File: config.mk
export PLATFORM = sky130hd
export DESIGN_NAME = dmem_arbiter
export DESIGN_NICKNAME = d
export VERILOG_FILES = /design/src/rtl/dmem_arbiter.sv
export SDC_FILE = /design/constraint.sdc
export NUM_CORES = 1
export LEC_CHECK = 0
export CAP_MARGIN = 20
export CORE_AREA = 2 2 122 124
export DETAILED_ROUTE_END_ITERATION = 10
export DIE_AREA = 0 0 124 126
export PLACE_DENSITY = 0.54
export SLEW_MARGIN = 20
export SYNTH_ARGS = -nofsm -noshare
export SYNTH_HDL_FRONTEND = slang
export SYNTH_SLANG_ARGS = --single-unit
File: constraint.sdc
create_clock -name clock -period 2.3 [get_ports clock]
set_clock_uncertainty 0.15 [all_clocks]
set_input_delay 0.23 -clock clock [delete_from_list [all_inputs] [get_ports clock]]
set_output_delay 0.23 -clock clock [all_outputs]
set_load 0.01 [all_outputs]
File: src/rtl/dmem_arbiter.sv
`default_nettype none
// =============================================================================
// Module   : dmem_arbiter
// Purpose  : CPU/DMA data-memory arbiter with read-return steering and a
//            saturating conflict counter. Define DMEM_ARB_STARVE_EN to enable
//            DMA starvation promotion after MAX_WAIT denied cycles.
// Revision : 1.0 - initial release
// =============================================================================
module dmem_arbiter #(
    parameter int DATA_WIDTH = 32,
    parameter int MAX_WAIT   = 8
) (
    input  logic                  clock,
    input  logic                  reset,
    input  logic                  cpu_req,
    input  logic                  cpu_we,
    input  logic [DATA_WIDTH-1:0] cpu_addr,
    input  logic [DATA_WIDTH-1:0] cpu_wdata,
    output logic                  cpu_gnt,
    output logic                  cpu_rvalid,
    output logic [DATA_WIDTH-1:0] cpu_rdata,
    input  logic                  dma_req,
    input  logic                  dma_we,
    input  logic [DATA_WIDTH-1:0] dma_addr,
    input  logic [DATA_WIDTH-1:0] dma_wdata,
    output logic                  dma_gnt,
    output logic                  dma_rvalid,
    output logic [DATA_WIDTH-1:0] dma_rdata,
    output logic [DATA_WIDTH-1:0] mem_addr,
    output logic [DATA_WIDTH-1:0] mem_data,
    output logic                  mem_write,
    input  logic [DATA_WIDTH-1:0] mem_rdata,
    output logic [15:0]           conflict_cnt
);

    localparam logic [15:0] c_CONFLICT_MAX = 16'hFFFF;

    logic        w_cpu_gnt;
    logic        w_dma_gnt;
    logic        w_promote;
    logic        r_rd_cpu;
    logic        r_rd_dma;
    logic [15:0] r_conflict_cnt;

`ifdef DMEM_ARB_STARVE_EN
    localparam logic [7:0] c_MAX_WAIT = 8'(MAX_WAIT);

    logic [7:0] r_wait_cnt;

    // DMA takes the port for one cycle once it has been denied MAX_WAIT times.
    assign w_promote = dma_req && (r_wait_cnt == c_MAX_WAIT);

    always_ff @(posedge clock or posedge reset) begin
        if (reset) begin
            r_wait_cnt <= 8'd0;
        end else if (!dma_req || w_dma_gnt) begin
            r_wait_cnt <= 8'd0;
        end else if (r_wait_cnt != c_MAX_WAIT) begin
            r_wait_cnt <= r_wait_cnt + 8'd1;
        end
    end
`else
    assign w_promote = 1'b0;
`endif

    assign w_cpu_gnt = cpu_req && !w_promote;
    assign w_dma_gnt = dma_req && (w_promote || !cpu_req);

    assign cpu_gnt = w_cpu_gnt;
    assign dma_gnt = w_dma_gnt;

    always_comb begin
        mem_addr  = '0;
        mem_data  = '0;
        mem_write = 1'b0;
        if (w_cpu_gnt) begin
            mem_addr  = cpu_addr;
            mem_data  = cpu_wdata;
            mem_write = cpu_we;
        end else if (w_dma_gnt) begin
            mem_addr  = dma_addr;
            mem_data  = dma_wdata;
            mem_write = dma_we;
        end
    end

    // Read owner: the memory returns data one cycle after the granted read.
    always_ff @(posedge clock or posedge reset) begin
        if (reset) begin
            r_rd_cpu <= 1'b0;
            r_rd_dma <= 1'b0;
        end else begin
            r_rd_cpu <= w_cpu_gnt && !cpu_we;
            r_rd_dma <= w_dma_gnt && !dma_we;
        end
    end

    assign cpu_rvalid = r_rd_cpu;
    assign dma_rvalid = r_rd_dma;
    assign cpu_rdata  = r_rd_cpu ? mem_rdata : '0;
    assign dma_rdata  = r_rd_dma ? mem_rdata : '0;

    always_ff @(posedge clock or posedge reset) begin
        if (reset) begin
            r_conflict_cnt <= 16'd0;
        end else if (cpu_req && dma_req && (r_conflict_cnt != c_CONFLICT_MAX)) begin
            r_conflict_cnt <= r_conflict_cnt + 16'd1;
        end
    end

    assign conflict_cnt = r_conflict_cnt;

endmodule
`default_nettype wire

## Yosys cells after proc, flatten, opt, wreduce, memory -nomap -nowiden

Cells that the tools add are included.

| word-level totals | value |
|---|---|
| register bits after elaboration | 18 |
| logic and storage cells | 21 |
| input bits | 166 |

| operators by class | value |
|---|---|
| reduce and logical (&&, ||, !) cells | 8 |
| eq/ne operators | 1 |
| add/sub/neg operators | 1 |
| mux-type cells | 8 |

Operators by type and width:

| cell | count |
|---|---|
| $mux 32 | 6 |
| $add 16x1->16 const B | 1 |
| $ne 16x16->1 const B | 1 |
| $logic_and 1x1->1 | 5 |
| $logic_not 1->1 | 3 |
| $mux 1 | 2 |

## Longest topological paths before layout

| logic depth | value |
|---|---|
| word-level depth | 4 |
| gate-level depth with buffers | 5 |

## Worst setup path after synthesis

Ideal clock, no wire load.

| path | value |
|---|---|
| path kind | register to register |
| start | register r_conflict_cnt[0], in the netlist conflict_cnt[0] |
| end | register r_conflict_cnt[1], in the netlist conflict_cnt[1] |
| buffers on the path | 0 |
| cell stages (with the launch flop) | 5 |
| setup slack | 378 ps |
| period minus slack after synthesis | 1922 ps |
| arrival time | 1647 ps |
| setup time | 125 ps |
| path through | dfrtp_1 -> ha_1 -> nand3_1 -> o41ai_4 -> mux2_4 |

| between the ends | value |
|---|---|
| cells in the longest elaborated chain, start to end | 2 |
| elaborated cells between the ends (all ways) | 3 |
| those cells by class | add/sub: 1; eq/ne: 1; reduce/logical: 1 |

RTL lines:

| element | RTL line | text |
|---|---|---|
| start: declaration | 43 | `logic [15:0] r_conflict_cnt;` |
| start signal: assignment | 107 | `r_conflict_cnt <= r_conflict_cnt + 16'd1;` |
| parallel branches: the longest is 2 deep, another holds $add 16x1->16 | - |  |

Several ways; the timed one is not identified.
A chain may end at the register's enable or synchronous reset.

## Worst setup path in the final report

| path | value |
|---|---|
| start | input dma_req |
| end | output mem_data[20] |

| between the ends | value |
|---|---|
| cells in the longest elaborated chain, start to end | 3 |

RTL lines:

| element | RTL line | text |
|---|---|---|
| start: declaration | 22 | `input logic dma_req,` |
| $logic_and 1x1->1 | 67 | `assign w_dma_gnt = dma_req && (w_promote \|\| !cpu_req);` |
| $mux 32 | 80 | `end else if (w_dma_gnt) begin` |
| $mux 32 | 76 | `if (w_cpu_gnt) begin` |
| end: declaration | 30 | `output logic [DATA_WIDTH-1:0] mem_data,` |

Every way passes these cells.

==> out/qor.csv <==
stage;metric;value;unit
synthesis;synth_edf_count;0;
synthesis;synth_top_area_share;0.298;
placement;io_buffers;314;
clock_network;numCtsBuffers;3;
power_and_ir_drop;leakagePower;2.24;nW
synthesis;ys_top_cells_by_count;a22o_1, and2_1, dfrtp_1;
timing;setup_ws;50.2;ps
clock_network;clock_path_buffers;2;
synthesis;synth_nets;393;
critical_path;required;1920;ps
timing;setup_violations;0;
global_routing;grt_max_degree;60;
timing;max-slew-margin-rel;0.543;
timing;worstMarginPinSlew;685;ps
global_routing;grt-ovfl-total;0;
power_and_ir_drop;p_total;1.85;mW
routing;final_antenna_net_count;0;
clock_network;htreeDepth;1;
run_status;outcome;finished clean;
clock_network;cts_tree;yes;
floorplan;die_area;15600;um2
timing;whs;190;ps
synthesis;synthTopCellsByArea;a22o_1, dfrtp_1, and2_1;
routing;drc;0;
critical_path;startpoint_type;input pin;
clock_network;cts.hold.buffers_added;0;
critical_path;worstPathMaxFanout;15;
timing;period_needed;2250;ps
timing;drv_slew;0;
timing;fin_crit_sh;0.978;
synthesis;ys_seq_area_frac;0.236;
timing;rsz0062_at_grt;no;
critical_path;cp_cell_sequence;clkdlybuf4s50_1 -> nor2b_4 -> buf_12 -> clkbuf_16 -> a22o_1 -> clkdlybuf4s50_1;
global_routing;grt_pass1_wl;16.1;mm
floorplan;initial_core_util;0.134;
routing;drtIter0Drc;80;
synthesis;netlist_area;1910;um2
global_routing;antenna_found_initial;0;
power_and_ir_drop;irDropWorstVdd;0.220;mV
run;drv_cap;0;
power_and_ir_drop;power.density;340;nW/um2
routing;first_pass_iters;4;
final_layout;num-nets-final;703;
placement;dp_hpwl;9.75;mm
clock_network;path_clk_slew;50;ps
critical_path;crit_arrival;1870;ps
synthesis;yosysWarnings;0;
final_layout;n_antenna_cell;0;
synthesis;synth.distinct_cells;24;
floorplan;core_area;14300;um2
floorplan;fp-row-count;44;
critical_path;cpMostUsedCell;clkdlybuf4s50_1;
routing;num_vias;3021;
global_routing;grt_usage;0.131;
synthesis;syn_inst;226;
synthesis;postSynth.asyncResetShare;1.00;
placement;place.gp.congestion;0.948;
critical_path;slowest_stage;clkdlybuf4s50_1;
synthesis;syn_area_per_cell;8.46;um2
timing;fmax;444;MHz
final_layout;area_delta_synth_final;185;%
critical_path;cp_num_buf_inv;4;
placement;place_area;5290;um2
critical_path;endpoint_kind;output pin;
synthesis;ys_ff_latch;18;
critical_path;path_class;input pin to output pin;
routing;wirelength;12.0;mm
placement;dp_slack;-33.1;ps
routing;wl_per_cell;16.7;um
min_path;hold_path.class;input pin to register;
clock_network;cts_root_buf;clkbuf_16;
clock_network;clk_latency;250;ps
synthesis;synth_flop_cell;dfrtp_1;
critical_path;crit_family;buffers and inverters;
clock_network;numClockSinks;18;
global_routing;grt_pass1_vias;2889;
floorplan;die_h;126;um
synthesis;synth_top_area_cell;a22o_1;
floorplan;die_w;124;um
routing;viasPerCell;4.20;
floorplan;num_io_pins;315;
timing;hold_viol;0;
critical_path;cpPeakStageDelay;550;ps
final_layout;fin_area;5460;um2
final_layout;drive_gt1_frac;0.0411;
final timing paths:
check / slack (ps) / depth (start not counted) / from / end
min reg2reg: 370 / 1 / conflict_cnt[15] / conflict_cnt[15]
max in group asynchronous: 1320 / 2 / reset / conflict_cnt[9]
min in group asynchronous: 240 / 2 / reset / conflict_cnt[14]
max: 50 / 6 / dma_req / mem_data[20]
min: 190 / 2 / cpu_req / cpu_rvalid
max reg2reg: 340 / 5 / conflict_cnt[0] / conflict_cnt[1]
routing by layer:
| metal | part of all wire | track usage |
|---|---|---|
| met1 | 0.37 | 0.148 |
| met3 | 0.10 | 0.0294 |
| met5 | 0 | 0 |
| met2 | 0.52 | 0.257 |
| met4 | 0.0085 | 0.0106 |
layout by cell type (no fill, tap or decap), types with 2 or more instances in the layout:
cell,n
a22o_1,65
and2_1,65
and4_1,2
buf_12,3
buf_4,6
clkbuf_16,5
clkdlybuf4s50_1,303
dfrtp_1,18
dlygate4sd2_1,9
inv_1,2
nand2_1,4
nand3_1,3
nand4_1,5
nand4_2,2
nor2_1,9
nor2b_1,2
nor3_1,5
xor2_1,14
stage by stage:
| stage | setup TNS (ps) | util | std cells |
|---|---|---|---|
| after CTS | 0 | 0.375 | 715 |
| after floorplan | 0 | - | 226 |
| final | 0 | 0.381 | 719 |
| after global routing | 0 | 0.381 | 719 |
| after global placement | -57.7 | 0.370 | 711 |
| after detailed placement | -97.9 | 0.370 | 711 |
timing repair:
item / 4_1_cts / 5_1_grt
resized for setup: 9 / 2
pin swaps: 2 / 0
endpoints found under the setup margin: 9 / 49
buffers inserted: 0 / 1
gates cloned: 0 / 3
flip-flops by register name, indices dropped and copies added (netlist names):
| name | flops |
|---|---|
| conflict_cnt | 16 |
| cpu_rvalid | 1 |
| dma_rvalid | 1 |
report_power, final:
group          internal [mW]  total (mW)  switching [mW]
sequential             0.367       0.442          0.0746
combinational          0.680        1.03           0.354
clock                  0.264       0.378           0.114
total                   1.31        1.85           0.543
cell type report:
class,count,area [um2]
clock buffers,4,88.8
flip-flops and latches,18,450
inverters,2,7.51
well taps,184,230
multi-input cells,185,1380
repair buffers,326,3300
fillers,1430,8860
cell families after synthesis:
family | synth area share
flops | 0.236
simple gates | 0.322
compound gates | 0.312
buf+inv | 0.0471
fa+ha+maj | 0.00654
xor+xnor | 0.0687
mux | 0.00785
No activity file was read; power rests on OpenSTA's default activity.
